`src/rtl/reset_seq_pkg.sv`:
```
// ============================================================================
// Module      : reset_seq_pkg
// Description : Shared state encodings, reset-cause codes and the counter
//               width check used by the reset sequencer.
// Revision    : 1.0 - initial release
// ============================================================================
`default_nettype none

package reset_seq_pkg;

    localparam logic [1:0] ST_ASSERT  = 2'd0;
    localparam logic [1:0] ST_RELEASE = 2'd1;
    localparam logic [1:0] ST_RUN     = 2'd2;

    localparam logic [1:0] CAUSE_POR = 2'b00;
    localparam logic [1:0] CAUSE_SW  = 2'b01;
    localparam logic [1:0] CAUSE_EXT = 2'b10;
    localparam logic [1:0] CAUSE_WDT = 2'b11;

    // True when a cycle count can be held in a counter of the given width.
    function automatic bit cycles_fit(input int unsigned width, input longint unsigned cycles);
        if (width >= 63) begin
            return 1'b1;
        end
        return cycles < (64'd1 << width);
    endfunction

endpackage

`default_nettype wire

```
`src/rtl/rst_debounce.sv`:
```
// ============================================================================
// Module      : rst_debounce
// Description : Two-flop synchroniser plus stable-low debouncer for an
//               active-low reset button; emits one pulse per press.
// Revision    : 1.0 - initial release
// ============================================================================
`default_nettype none

module rst_debounce #(
    parameter int DEBOUNCE_CYCLES = 1024,
    parameter int CTR_WIDTH       = 24
) (
    input  logic clk,
    input  logic rst_n,
    input  logic btn_n_i,
    output logic press_o
);

    localparam logic [CTR_WIDTH-1:0] c_deb_cycles = CTR_WIDTH'(DEBOUNCE_CYCLES);

    logic                 sync1_q;
    logic                 sync2_q;
    logic                 armed_q;
    logic                 armed_d;
    logic [CTR_WIDTH-1:0] cnt_q;
    logic [CTR_WIDTH-1:0] cnt_d;

    // The count saturates at the threshold; the armed flag makes the press one-shot.
    assign press_o = armed_q && (cnt_q == c_deb_cycles);

    always_comb begin
        cnt_d   = cnt_q;
        armed_d = armed_q;
        if (sync2_q) begin
            cnt_d   = '0;
            armed_d = 1'b1;
        end else begin
            if (cnt_q < c_deb_cycles) begin
                cnt_d = cnt_q + CTR_WIDTH'(1);
            end
            if (press_o) begin
                armed_d = 1'b0;
            end
        end
    end

    always_ff @(posedge clk) begin
        if (!rst_n) begin
            sync1_q <= 1'b1;
            sync2_q <= 1'b1;
            cnt_q   <= '0;
            armed_q <= 1'b1;
        end else begin
            sync1_q <= btn_n_i;
            sync2_q <= sync1_q;
            cnt_q   <= cnt_d;
            armed_q <= armed_d;
        end
    end

endmodule

`default_nettype wire

```
`src/rtl/reset_seq.sv`:
```
// ============================================================================
// Module      : reset_seq
// Description : Staggered multi-domain reset sequencer with software, button
//               and optional watchdog (RESET_SEQ_WDT_EN) re-trigger sources.
// Revision    : 1.0 - initial release
// ============================================================================
`default_nettype none

module reset_seq
    import reset_seq_pkg::*;
#(
    parameter int NUM_RST         = 4,
    parameter int RST_CYCLES      = 100,
    parameter int STAGGER_CYCLES  = 16,
    parameter int DEBOUNCE_CYCLES = 1024,
    parameter int WDT_CYCLES      = 1000000,
    parameter int CTR_WIDTH       = 24
) (
    input  logic               clk,
    input  logic               rst_n,
    input  logic               sw_rst_req,
    input  logic               ext_rst_btn_n,
    input  logic               wdt_kick,
    output logic [NUM_RST-1:0] rst_n_out,
    output logic               busy,
    output logic [1:0]         rst_cause
);

    localparam int IDX_W = $clog2(NUM_RST + 1);

    localparam logic [CTR_WIDTH-1:0] c_rst_cycles = CTR_WIDTH'(RST_CYCLES);
    localparam logic [CTR_WIDTH-1:0] c_stagger    = CTR_WIDTH'(STAGGER_CYCLES);
    localparam logic [IDX_W-1:0]     c_last_idx   = IDX_W'(NUM_RST - 1);
    localparam logic [NUM_RST-1:0]   c_one        = NUM_RST'(1);

    generate
        if (!cycles_fit(CTR_WIDTH, RST_CYCLES) || !cycles_fit(CTR_WIDTH, STAGGER_CYCLES) ||
            !cycles_fit(CTR_WIDTH, DEBOUNCE_CYCLES) || !cycles_fit(CTR_WIDTH, WDT_CYCLES) ||
            NUM_RST < 1 || NUM_RST > 16 || DEBOUNCE_CYCLES < 1) begin : g_param_error
            $error("reset_seq: parameter out of range for CTR_WIDTH/NUM_RST");
        end
    endgenerate

    logic [1:0]           state_q;
    logic [1:0]           state_d;
    logic [CTR_WIDTH-1:0] ctr_q;
    logic [CTR_WIDTH-1:0] ctr_d;
    logic [IDX_W-1:0]     idx_q;
    logic [IDX_W-1:0]     idx_d;
    logic [NUM_RST-1:0]   out_q;
    logic [NUM_RST-1:0]   out_d;
    logic [1:0]           cause_q;
    logic [1:0]           cause_d;

    logic                 w_ext_press;
    logic                 w_wdt_expire;
    logic                 w_trigger;

    rst_debounce #(
        .DEBOUNCE_CYCLES (DEBOUNCE_CYCLES),
        .CTR_WIDTH       (CTR_WIDTH)
    ) u_debounce (
        .clk     (clk),
        .rst_n   (rst_n),
        .btn_n_i (ext_rst_btn_n),
        .press_o (w_ext_press)
    );

    assign w_trigger = sw_rst_req || w_ext_press || w_wdt_expire;

`ifdef RESET_SEQ_WDT_EN
    localparam logic [CTR_WIDTH-1:0] c_wdt_cycles = CTR_WIDTH'(WDT_CYCLES);

    logic [CTR_WIDTH-1:0] wdt_q;
    logic [CTR_WIDTH-1:0] wdt_d;

    assign w_wdt_expire = (state_q == ST_RUN) && (wdt_q >= c_wdt_cycles);

    always_comb begin
        wdt_d = '0;
        if ((state_q == ST_RUN) && !wdt_kick && !w_trigger) begin
            wdt_d = (wdt_q == '1) ? wdt_q : wdt_q + CTR_WIDTH'(1);
        end
    end

    always_ff @(posedge clk) begin
        if (!rst_n) begin
            wdt_q <= '0;
        end else begin
            wdt_q <= wdt_d;
        end
    end
`else
    logic w_unused_wdt_kick;

    assign w_unused_wdt_kick = wdt_kick;
    assign w_wdt_expire      = 1'b0;
`endif

    always_comb begin
        state_d = state_q;
        ctr_d   = ctr_q;
        idx_d   = idx_q;
        out_d   = out_q;
        cause_d = cause_q;
        if (w_trigger) begin
            // The trigger edge is edge 0 of the new hold, so the count starts at 1,
            // matching the count after the first edge out of rst_n.
            state_d = ST_ASSERT;
            ctr_d   = CTR_WIDTH'(1);
            idx_d   = '0;
            out_d   = '0;
            if (w_wdt_expire) begin
                cause_d = CAUSE_WDT;
            end else if (w_ext_press) begin
                cause_d = CAUSE_EXT;
            end else begin
                cause_d = CAUSE_SW;
            end
        end else begin
            case (state_q)
                ST_ASSERT: begin
                    out_d = '0;
                    if (ctr_q >= c_rst_cycles) begin
                        out_d   = c_one;
                        idx_d   = IDX_W'(1);
                        ctr_d   = CTR_WIDTH'(1);
                        state_d = (NUM_RST == 1) ? ST_RUN : ST_RELEASE;
                    end else begin
                        ctr_d = (ctr_q == '1) ? ctr_q : ctr_q + CTR_WIDTH'(1);
                    end
                end
                ST_RELEASE: begin
                    if (ctr_q >= c_stagger) begin
                        out_d = out_q | (c_one << idx_q);
                        idx_d = idx_q + IDX_W'(1);
                        ctr_d = CTR_WIDTH'(1);
                        if (idx_q == c_last_idx) begin
                            state_d = ST_RUN;
                        end
                    end else begin
                        ctr_d = (ctr_q == '1) ? ctr_q : ctr_q + CTR_WIDTH'(1);
                    end
                end
                ST_RUN: begin
                    out_d = '1;
                end
                default: begin
                    state_d = ST_ASSERT;
                    ctr_d   = '0;
                    out_d   = '0;
                end
            endcase
        end
    end

    always_ff @(posedge clk) begin
        if (!rst_n) begin
            state_q <= ST_ASSERT;
            ctr_q   <= '0;
            idx_q   <= '0;
            out_q   <= '0;
            cause_q <= CAUSE_POR;
        end else begin
            state_q <= state_d;
            ctr_q   <= ctr_d;
            idx_q   <= idx_d;
            out_q   <= out_d;
            cause_q <= cause_d;
        end
    end

    assign rst_n_out = out_q;
    assign busy      = ~(&out_q);
    assign rst_cause = cause_q;

endmodule

`default_nettype wire
```
`config.mk`:
```
export PLATFORM = sky130hd
export DESIGN_NAME = reset_seq
export DESIGN_NICKNAME = d
export VERILOG_FILES = /design/src/rtl/reset_seq_pkg.sv /design/src/rtl/rst_debounce.sv /design/src/rtl/reset_seq.sv
export SDC_FILE = /design/constraint.sdc
export NUM_CORES = 1
export LEC_CHECK = 0
export BUFFER_PORTS_ARGS = -buffer_cell sky130_fd_sc_hd__buf_2
export CORE_MARGIN = 2
export CORE_UTILIZATION = 30
export DETAILED_ROUTE_END_ITERATION = 8
export MAX_ROUTING_LAYER = met4
export PLACE_DENSITY_LB_ADDON = 0.1
export SYNTH_ARGS = -nofsm -noshare
export SYNTH_HDL_FRONTEND = slang
export SYNTH_SLANG_ARGS = --single-unit
```
`constraint.sdc`:
```
create_clock -name clk -period 3 [get_ports clk]
set_input_delay 0 -clock clk [delete_from_list [all_inputs] [get_ports clk]]
set_output_delay 0 -clock clk [all_outputs]
set_load 0.01 [all_outputs]
```
## Yosys cells after proc, flatten, opt, wreduce, memory -nomap -nowiden

Index checks and enable logic that the tools add are counted.

| storage, ports and cells | value |
|---|---|
| flip-flop bits (word level) | 62 |

| cells by class | value |
|---|---|
| bitwise gates (word level) | 4 |
| equal/unequal tests | 9 |
| shift operators | 1 |
| reductions and logical operators | 9 |
| muxes and demuxes | 16 |
| add/sub/neg operators | 3 |
| magnitude comparators | 3 |

Operators by type and width:

| kind | number |
|---|---|
| 24-bit 2-to-1 mux | 3 |
| 24-bit case mux with 3 select lines | 1 |
| 24-bit by 1-bit adder with 24-bit output (second input constant) | 2 |
| 24-bit by 11-bit equality test with 1-bit output (second input constant) | 1 |
| 24-bit equality test (second input constant) | 1 |
| 24-bit by 5-bit greater-or-equal comparator with 1-bit output (second input constant) | 1 |
| 24-bit by 7-bit greater-or-equal comparator with 1-bit output (second input constant) | 1 |
| 24-bit by 11-bit < comparator with 1-bit output (second input constant) | 1 |
| 4-bit case mux with 3 select lines | 1 |
| 2-bit 2-to-1 mux | 4 |
| 2-bit inequality test (second input constant) | 4 |
| 4-bit AND reduction | 2 |
| 3-bit 2-to-1 mux | 2 |
| 2-bit case mux with 3 select lines | 1 |
| 3-bit case mux with 2 select lines | 1 |
| 4-bit 2-to-1 mux | 1 |
| 4-bit OR | 1 |
| 2-bit OR reduction | 2 |
| 1-bit by 3-bit left shift with 4-bit output (first input constant) | 1 |
| 3-bit by 1-bit adder with 3-bit output (second input constant) | 1 |
| 3-bit by 2-bit equality test with 1-bit output (second input constant) | 1 |
| 1-bit inverter | 3 |
| 3-bit AND reduction | 1 |
| 2-bit by 1-bit equality test with 1-bit output (second input constant) | 1 |
| 6 further kinds | 7 |

## Longest topological paths before layout

| depth | value |
|---|---|
| depth after elaboration | 5 |
| depth in mapped cells | 8 |
| depth with buffers taken out | 7 |

## Hierarchy

Synthesis repeated with hierarchy kept, for this count alone.

| second synthesis, totals | value |
|---|---|
| cells, all modules | 285 |
| area total of the unflattened synthesis | 2653.8 sq um |

Modules (own cells, without submodules):

| module | times used | area an instance (sq um) | cells an instance |
|---|---|---|---|
| reset_seq | 1 | 1596.5 | 175 |
| rst_debounce | 1 | 1057.3 | 110 |

## Least setup slack after synthesis

OpenSTA, ideal clock, no wires.

| timing | value |
|---|---|
| path type | reg-to-reg |
| from | reg ctr_q[15] |
| to | reg ctr_q[4] |
| stages on the path, launching flop included | 7 |
| clock period less this slack | 1.869 ns |
| data arrival time | 1.778 ns |
| path slack | 1.131 ns |
| cell sequence | dfxtp_1 > or4_4 > nor4_4 > and3b_1 > buf_6 > o21ai_2 > a311oi_1 |

| on the way | value |
|---|---|
| longest elaborated chain between the ends | 4 |

Ends and longest elaborated chain:

| what | line | RTL |
|---|---|---|
| start: declaration | reset_seq.sv:46 | `logic [CTR_WIDTH-1:0] ctr_q;` |
| start signal: assignment | reset_seq.sv:166 | `ctr_q <= ctr_d;` |
| branches (longest 3 deep; another with 24-bit by 5-bit greater-or-equal comparator with 1-bit output) | n/a |  |
| 24-bit case mux with 3 select lines (*) | reset_seq.sv:121 | `case (state_q)` |

Every way passes the cells marked *.
A chain may end at the register's enable or synchronous reset.

## Final worst setup path

| timing | value |
|---|---|
| from | reg ctr_q[2] |
| to | reg ctr_q[15] |

| on the way | value |
|---|---|
| longest elaborated chain between the ends | 4 |

Ends and longest elaborated chain:

| what | line |
|---|---|
| 24-bit by 1-bit adder with 24-bit output / 24-bit equality test (equally long branches) | reset_seq.sv:130, reset_seq.sv:142 |
| 24-bit 2-to-1 mux | reset_seq.sv:130, reset_seq.sv:142 |
| 24-bit 2-to-1 mux, on equally long branches | reset_seq.sv:134, reset_seq.sv:124 |
| 24-bit case mux with 3 select lines (*) | reset_seq.sv:121 |

Every way passes the cells marked *; elsewhere a longest branch is shown, timed or not.

==> run_results.csv <==
group,metric,value,unit
drt,drt_iter0_drc,57,
timing,final-setup-viol-count,0,
clock_network,h-tree-depth,3,
floorplan,top_level_ports,12,
timing,period_share,0.728,
grt,antenna_found_initial,0,
timing,fin_worst_skew,0.00675,ns
critical_path,endpoint,"ctr_q[15]",
power_and_ir_drop,powerDensity,615,mW/mm²
drt,drt-total-wl,5100,µm
clock_network,clock-sinks,62,
timing,rsz0062_at_grt,"no",
grt,grt.busiest_layer,"met2",
clock_network,ctsResizeCount,0,
placed_design,port_buffers,10,
clock_network,cts_root_buffer,"clkbuf_8",
yosys,synth_most_common_cell,"dfxtp_1",
drt,num_vias,1960,
timing,fin_crit,2.18,ns
clock_network,postCtsSetupBuffers,0,
yosys,synth_edf_count,0,
yosys,syn_avg_cell_area,9.09,µm²
clock_network,cts.path.max_buffers,2,
grt,track_usage,0.130,
finish,area_growth,18.8,%
clock_network,cts_buffers,9,
finish,nNetsFinal,315,
timing,tns,0,ns
clock_network,cts_tree,"yes",
floorplan,coreArea,0.00826,mm²
power_and_ir_drop,power,1.87,mW
critical_path,required,3.19,ns
yosys,yosysSeqAreaShare,0.484,
finish,drive_gt1_frac,0.111,
timing,fmax,458,MHz
clock_network,hold_buffers,4,
grt,grt_pass1_wl,8930,µm
run_status,status,"finished clean",
critical_path,rr_endpoint,"ctr_q[15]",
drt,routed_via_density,4.77,
grt,grt_pass1_vias,1828,
yosys,ys_types,43,
placed_design,placed_area,0.00273,mm²
yosys,yosys_warnings,0,
critical_path,worst-path-max-fanout,13,
yosys,synthCells,282,
clock_network,clk_pin_slew,0.07,ns
grt,grt_use_met3,0.0380,
yosys,async_reset_ff_frac,0,
placed_design,dp_hpwl,3480,µm
grt,grt.met2_usage,0.179,
timing,finalHoldViolCount,0,
timing,slew-limit-headroom,0.316,
yosys,synthTopCellsByArea,"dfxtp_1, nor2_1, and2_1",
critical_path,crit_path_end_kind,"flip-flop",
finish,diodes,0,
grt,grt-ovfl-total,0,
power_and_ir_drop,irDropWorstVdd,0.282,mV
floorplan,die_x,96.4,µm
finish,fin_util,0.369,
yosys,synth_top_area_frac,0.484,
power_and_ir_drop,leakage,1.13,nW
critical_path,critPathLaunch,"ctr_q[2]",
drt,dr.pass1.iters,4,
yosys,netlist_area,0.00256,mm²
floorplan,die_area,0.00930,mm²
grt,use_met1,0.173,
grt,grt_max_degree,17,
critical_path,path_class,"reg -> reg",
drt,antenna_left,0,
floorplan,fp-row-count,33,
critical_path,rrSetupSlack,0.82,ns
critical_path,timing.rr.start,"ctr_q[2]",
clock_network,insertion_delay,0.33,ns
timing,maxSlewViolCount,0,
critical_path,start_kind,"flip-flop",
yosys,yosysTopAreaCell,"dfxtp_1",
critical_path,r2r_cells,6,
min_path,hold_path.class,"reg -> reg",
yosys,ys_top_cells_by_count,"dfxtp_1, nor2_1, a21oi_1",
yosys,synth_nets,296,
floorplan,die_y,96.4,µm
placed_design,globalplace.congestion,0.730,
drt,drc,0,
finish,finalInstanceArea,0.00305,mm²
run,drv_cap,0,
yosys,synthFlopType,"dfxtp_1",
critical_path,crit_arrival,2.37,ns
floorplan,initial_core_util,0.310,
timing,worst_pin_slew,1.02,ns
drt,wl_per_cell,12.4,µm
yosys,ys_seq_elements,62,
## state kept, by name, indices dropped and copies added (netlist names)
| register | flops |
|---|---|
| u_debounce.sync1_q | 1 |
| rst_n_out | 4 |
| idx_q | 3 |
| u_debounce.armed_q | 1 |
| u_debounce.sync2_q | 1 |
| ctr_q | 24 |
| rst_cause | 2 |
| state_q | 2 |
| u_debounce.cnt_q | 24 |
## cell families after synthesis
logic type / count (synthesis) / synth area share
buffers and inverters: 23 / 0.0371
DFF: 62 / 0.484
AOI/OAI and AO/OA: 50 / 0.122
xor gates and xnor gates: 10 / 0.0342
adders and majority gates: 9 / 0.0439
muxes: 1 / 0.00390
and+or+nand+nor: 127 / 0.274
## worst max-delay path, stage by stage (launching register included)
cell	delay, ns
dfxtp_1	0.43
nor2_1	0.07
o21ai_0	0.22
o21ai_0	0.18
and3b_1	0.24
o21bai_1	0.79
nor2_1	0.11
## layer usage
metal  routed length (µm)  vias up
li1                     -     1028
met3                  151       11
met1                 2710      901
met5                    0        -
met2                 2140       20
met4                   99        0
## stage by stage
| step | cells | hold WS, ns | setup slack (ns) |
|---|---|---|---|
| global route | 411 | 0.422 | 0.490 |
| global placement | 391 | 0.181 | 0.795 |
| finish | 411 | 0.408 | 0.817 |
| CTS | 411 | 0.414 | 0.759 |
| detailed placement | 391 | 0.187 | 0.774 |
| floorplan | 282 | 0.0730 | 1.13 |
## power breakdown
group          switching, mW  total (mW)  internal [mW]
clock network          0.327        1.01          0.683
registers            0.00356       0.831          0.827
logic                 0.0169      0.0307         0.0138
total                  0.348        1.87           1.52
## worst min-delay path by stage
stage                     slack [ns]  cells past startpoint          startpoint                 end
after floorplan                 0.07                      1               rst_n  u_debounce.sync2_q
after global routing            0.42                      1  u_debounce.sync1_q  u_debounce.sync2_q
after global placement          0.18                      2       ext_rst_btn_n  u_debounce.sync1_q
final                           0.41                      1  u_debounce.sync1_q  u_debounce.sync2_q
after detailed placement        0.19                      2       ext_rst_btn_n  u_debounce.sync1_q
after CTS                       0.41                      1  u_debounce.sync1_q  u_debounce.sync2_q
## cells in the final DEF, fill, tap and decap left out, types with 5 or more instances in the layout
cell      synthesis  routed
a21oi_1          22      22
and2_1           18      18
buf_2             1      10
clkbuf_8          0      11
dfxtp_1          62      62
ha_1              9       9
inv_1            14      14
nand2_1          13      13
nand2b_1          7       7
nand3_1           8       8
nand4_1          10      10
nor2_1           39      39
nor3_1            6       6
nor4_1            8       8
o21ai_0           5       5
xor2_1            7       7
## layout make-up
cell class	instances	area, µm²
Multi-Input combinational cell	197	1230
Tap cell	105	131
Sequential cell	62	1240
Inverter	14	52.6
Timing Repair Buffer	17	113
Fill cell	837	5210
Clock inverter	5	129
Clock buffer	11	151
Power figures use the tool's default switching activity.
